`config.mk`:
```
export PLATFORM = sky130hd
export DESIGN_NAME = regf_top
export DESIGN_NICKNAME = d
export VERILOG_FILES = /design/src/rtl/regf_top.sv
export SDC_FILE = /design/constraint.sdc
export NUM_CORES = 2
export LEC_CHECK = 0
export CORE_MARGIN = 2
export CORE_UTILIZATION = 50
export CTS_CLUSTER_SIZE = 24
export DETAILED_ROUTE_END_ITERATION = 10
export PLACE_DENSITY_LB_ADDON = 0.08
export SETUP_SLACK_MARGIN = 0.5
export SKIP_CTS_REPAIR_TIMING = 1
export SYNTH_ARGS = -nofsm -noshare
export SYNTH_HDL_FRONTEND = slang
export SYNTH_SLANG_ARGS = --single-unit
```
`constraint.sdc`:
```
create_clock -name clock -period 2.67 [get_ports clock]
set_input_delay 0.534 -clock clock [delete_from_list [all_inputs] [get_ports clock]]
set_output_delay 0.534 -clock clock [all_outputs]
set_load 0.02 [all_outputs]
```
`src/rtl/regf_top.sv`:
```
// regf_top: 32x32 bypassed GPR file with exception/iret privilege FSM and special registers.
module regf_top (
  input  logic        clock,
  input  logic        reset,
  input  logic        wb_write_en,
  input  logic [4:0]  wb_dest,
  input  logic [31:0] wb_data,
  input  logic        xcpt_valid,
  input  logic [31:0] xcpt_pc,
  input  logic [31:0] xcpt_addr,
  input  logic [1:0]  xcpt_type,
  input  logic        iret_valid,
  input  logic [4:0]  src1_addr,
  input  logic [4:0]  src2_addr,
  output logic [31:0] src1_data,
  output logic [31:0] src2_data,
  input  logic [1:0]  rm_sel,
  output logic [31:0] rm_rd_data,
  output logic        priv_mode,
  output logic [31:0] iret_pc,
  output logic        iret_pc_valid,
  output logic        double_fault
);
  typedef enum logic {USER = 1'b0, SUPER = 1'b1} state_t;
  state_t state, state_nxt;
  logic [31:0] gpr [32];
  logic [31:0] rm0, rm1;
  logic [1:0]  rm2;
  logic        wr, xcpt_take, iret_go;
  assign wr        = wb_write_en && !xcpt_valid;
  assign xcpt_take = xcpt_valid && state == USER;
  assign iret_go   = iret_valid && !xcpt_valid && state == SUPER;
  assign src1_data = (wr && wb_dest == src1_addr) ? wb_data : gpr[src1_addr];
  assign src2_data = (wr && wb_dest == src2_addr) ? wb_data : gpr[src2_addr];
  always_ff @(posedge clock) begin
    if (reset)
      for (int i = 0; i < 32; i++) gpr[i] <= '0;
    else if (wr)
      gpr[wb_dest] <= wb_data;
  end
  always_ff @(posedge clock) begin
    if (reset) state <= SUPER;
    else       state <= state_nxt;
  end
  // Exception always wins; iret in USER falls through to USER, i.e. is ignored.
  always_comb begin
    state_nxt = xcpt_valid ? SUPER : (iret_valid ? USER : state);
  end
  always_comb begin
    priv_mode = (state == SUPER);
  end
  always_ff @(posedge clock) begin
    if (reset) begin
      rm0           <= '0;
      rm1           <= '0;
      rm2           <= '0;
      iret_pc       <= '0;
      iret_pc_valid <= 1'b0;
      double_fault  <= 1'b0;
    end else begin
      iret_pc_valid <= iret_go;
      if (iret_go) iret_pc <= rm0;
      if (xcpt_take) begin
        rm0 <= xcpt_pc;
        rm1 <= xcpt_addr;
        rm2 <= xcpt_type;
      end
      if (xcpt_valid && state == SUPER) double_fault <= 1'b1;
    end
  end
  assign rm_rd_data = rm_sel == 2'd0 ? rm0 :
                      rm_sel == 2'd1 ? rm1 :
                      rm_sel == 2'd2 ? {30'b0, rm2} : {31'b0, priv_mode};
endmodule

```
# Yosys cells after proc, flatten, opt, wreduce, memory -nomap -nowiden
# Memory sizes are Yosys's and may differ from the RTL's.
# Index checks and enable logic that the tools add are counted.
# W data, S select, Z words.
[totals]
register_bits = 101
ram_bits = 1024
output_inout_bits = 131
n_memories = 1
[memory_table]
columns = ["memory", "depth", "word_bits", "rd", "rd_clocked_by_memory_dff", "wr", "line_no", "source"]
rows = [
  ["gpr", 32, 32, 2, 0, 32, "26", "logic [31:0] gpr [32];"],
]
[op_classes]
eq_ne = 4
mux = 13
n_bitwise = 1
n_reduce_logical = 11
[ops]
columns = ["op", "n"]
rows = [
  ["$mux W32", 5],
  ["$reduce_or A32 Y1", 1],
  ["$eq A5 B5 Y1", 2],
  ["$logic_and A1 B1 Y1", 7],
  ["$mux W1", 6],
  ["$mux W5", 1],
  ["$eq A2 B1 Y1 const B", 1],
  ["$eq A2 B2 Y1 const B", 1],
  ["$logic_not A2 Y1", 1],
  ["$mux W2", 1],
  ["$reduce_or A2 Y1", 1],
  ["$logic_not A1 Y1", 1],
  ["$not A1 Y1", 1],
]

# Logic depth before layout (Yosys ltp)
[logic_depth]
depth_word = 7
mapped_depth = 8

# Worst setup path after synthesis
# OpenSTA, ideal clock, no wires.
[synth_path]
path_kind = "input to output"
startpoint = "input src2_addr[3]"
endpoint = "output src2_data[0]"
t_arrival_ns = 2.231
required_ns = 2.136
slack_ns = -0.095
stages = 7
n_path_buf = 3
cell_sequence = "buf_2 -> or3b_2 -> clkbuf_1 -> clkbuf_1 -> o22ai_1 -> a211o_1 -> o31ai_1"
[synth_between]
elab_chain_len = 3
elab_cells_between_ends = 4
classes_between = "eq/ne (1); mux (1); reduce/logical (1); memory (1)"
[synth_lines]
columns = ["item", "line_no", "source"]
rows = [
  ["from (decl)", "14", "input logic [4:0] src2_addr,"],
  ["parallel branches: the longest is 2 deep, another holds $mem_v2 Z32 W32", "-", ""],
  ["$mux W32 (*)", "34", "assign src2_data = (wr && wb_dest == src2_addr) ? wb_data : gpr[src2_addr];"],
  ["to (decl)", "16", "output logic [31:0] src2_data,"],
]
# Every way passes the cells marked *.

# Worst setup path after layout
[layout_path]
startpoint = "input src1_addr[0]"
endpoint = "output src1_data[23]"
[layout_between]
elab_chain_len = 3
elab_cells_between_ends = 4
classes_between = "eq/ne (1); mux (1); reduce/logical (1); memory (1)"
[layout_lines]
columns = ["item", "line_no", "source"]
rows = [
  ["from (decl)", "13", "input logic [4:0] src1_addr,"],
  ["parallel branches: the longest is 2 deep, another holds $mem_v2 Z32 W32", "-", ""],
  ["$mux W32 (*)", "33", "assign src1_data = (wr && wb_dest == src1_addr) ? wb_data : gpr[src1_addr];"],
  ["to (decl)", "15", "output logic [31:0] src1_data,"],
]
# Marked as above.

==> results.cfg <==
[outcome]
status = finished, violations left
violations = setup timing

[finish]
final_cell_mix = and2_1 (1026), edfxtp_1 (1024), mux4_2 (512)
drive_above_1_share_pct = 36.7
area_growth_pct = 28.6
nets = 4889
final_common_cell = and2_1

[detailed_routing]
postRouteAntennaNets = 0
wl_per_cell_um = 33.4
vias_per_cell = 6.39
drt_wl_total_um = 214000
drt_iter0_markers = 6063
drc_errors = 0
num_vias = 41000
dr.pass1.iters = 6

[placed_design]
io_buffer_count = 250
gp_congestion = 0.982
hpwlAfterDp_um = 148000
place_ws_ns = -0.997

[clock_tree]
htree_num_levels = 3
cts_root_buf = clkbuf_16
cts_tree = built
path_clk_slew_ns = 0.06
clock_path_buffers = 3
clock_latency_ns = 0.74
numCtsBuffers = 119
clock-sinks = 1125

[sta]
finalClockSkew_ns = 0.0193
fin_ws_ns = -0.519
tightest_slew_ns = 0.800
rsz0062_at_grt = yes
fmax_mhz = 314
slew-limit-headroom_pct = 46.6
post-route-period-util_pct = 119
hold_viol = 0
period_minus_slack_ns = 3.19
setup-violations-final = 64
slew_viol_final = 0

[power_and_ir_drop]
leakage_nw = 28.4
worst_ir_drop_vdd_uv = 498
power_density_nw_per_um2 = 588
total_power_w = 0.0446

[synthesis]
syn-cell-area_sq_um = 59100
synth_cells = 4106
ys.flop_type = edfxtp_1
yosysSeqAreaShare_pct = 55.5
ys_seq_elements = 1125
synth_edf_count = 1024
synth_fp_nets = 4226
synth_warnings = 0
ys_async_sr_fraction_pct = 0
syn_avg_cell_area_sq_um = 14.4
yosysUniqueCellTypes = 42

[die]
die_y_um = 348
die-area_sq_um = 121000
chipWidth_um = 348
core_sq_um = 118000
io_pins = 251
initial_core_util_pct = 50.2
fp-row-count = 126

[grt]
grt_usage_pct = 34.7
first_global_vias = 40200
grt_util_met2_pct = 53.8
overflow = 0
use_met3_pct = 9.74
grt.busiest_layer = met2
antenna_found_initial = 15
grt_pass1_wl_um = 297000
grt_max_degree = 130
met1_usage_pct = 46.7

[critical_path]
reg2reg_from = priv_mode
crit_path_max_fanout = 8
worst_setup_path_start_kind = primary input
startpoint = src1_addr[0]
crit_required_ns = 2.14
ff2ff_path_depth = 6
path_class = in -> out
crit_path_end_kind = output pin
critPathArrivalTime_ns = 2.66

[min_path]
hp-class = in -> reg
min-delay-start = xcpt_addr[22]
hold_depth = 3

[job]
drv_cap = 0
## power by group
group          total [W]  switching [W]  internal (W)
registers         0.0205       0.000437        0.0200
clock network     0.0170        0.00729       0.00967
logic            0.00720        0.00370       0.00350
total             0.0446         0.0114        0.0332
## cells in the mapped netlist, types with 63 or more instances
library cell,n,share of area [%]
a211oi_1,63,0.80
mux4_2,512,20
a211o_1,63,0.93
nor2b_1,66,0.70
and2_1,1027,11
dfxtp_1,101,3.4
edfxtp_1,1024,52
o22ai_1,128,1.4
nand3_1,67,0.57
clkbuf_1,284,1.8
o31ai_1,64,0.81
nand2_1,203,1.3
mux2i_1,94,1.6
a21oi_1,99,0.84
## critical path, cell delays in order
cell and delay, ns:
buf_16 0.15, buf_12 0.15, buf_12 0.12, buf_12 0.13, mux4_2 0.33, mux2i_1 0.07
buf_4 0.14, a211o_1 0.35, o31ai_4 0.49, buf_6 0.19
## worst paths after layout
| check | slack, ns | end |
|---|---|---|
| setup / recovery | -0.52 | src1_data[23] |
| hold / removal | 0.34 | rm1[22] |
| setup reg to reg | 0.96 | iret_pc[11] |
| hold reg to reg | 0.45 | iret_pc[21] |
## flip-flops by register name, indices dropped and copies added, names as in the netlist
signal and flops:
double_fault 1, gpr 1024, rm2 2, rm0 32
iret_pc_valid 1, priv_mode 1, iret_pc 32, rm1 32
## logic make-up after synthesis
family                    after synthesis  synth area share [%]
xor gates and xnor gates               10                 0.148
AOI/OAI and AO/OA                     419                  4.77
DFF                                  1125                  55.5
muxes                                 610                  21.2
buffers and inverters                 448                  3.78
and+or+nand+nor                      1494                  14.6
## final cells by class
cell class                 count  area (sq um)
antenna                        3          7.51
inverter                       1          3.75
timing repair buffer         988         11100
sequential                  1125         32800
clock buffer                 144          3200
tap                         1536          1920
clock inverter                81           764
fill                        8455         41600
multi-input combinational   2534         26200
## metrics by stage
stage | setup TNS, ns | utilization, % | instance area [sq um] | hold slack [ns] | instances
2_1_floorplan | 0 | - | 60500 | 0.433 | 4106
3_3_place_gp | -286.42 | 59.3 | 69700 | 0.442 | 6079
3_5_place_dp | -321.18 | 59.3 | 69700 | 0.447 | 6079
4_1_cts | -55.69 | 62.6 | 73700 | 0.299 | 6304
5_1_grt | -20.18 | 64.6 | 76000 | 0.341 | 6409
6_report | -18.34 | 64.6 | 76000 | 0.342 | 6412
## metal layers
| metal | share of wire (%) | routed length, um |
|---|---|---|
| met5 | 0.024 | 52 |
| met4 | 4.2 | 9030 |
| met3 | 13 | 27500 |
| met2 | 46 | 99000 |
| met1 | 37 | 78900 |
Note: power is estimated with default switching activity, not from simulation.
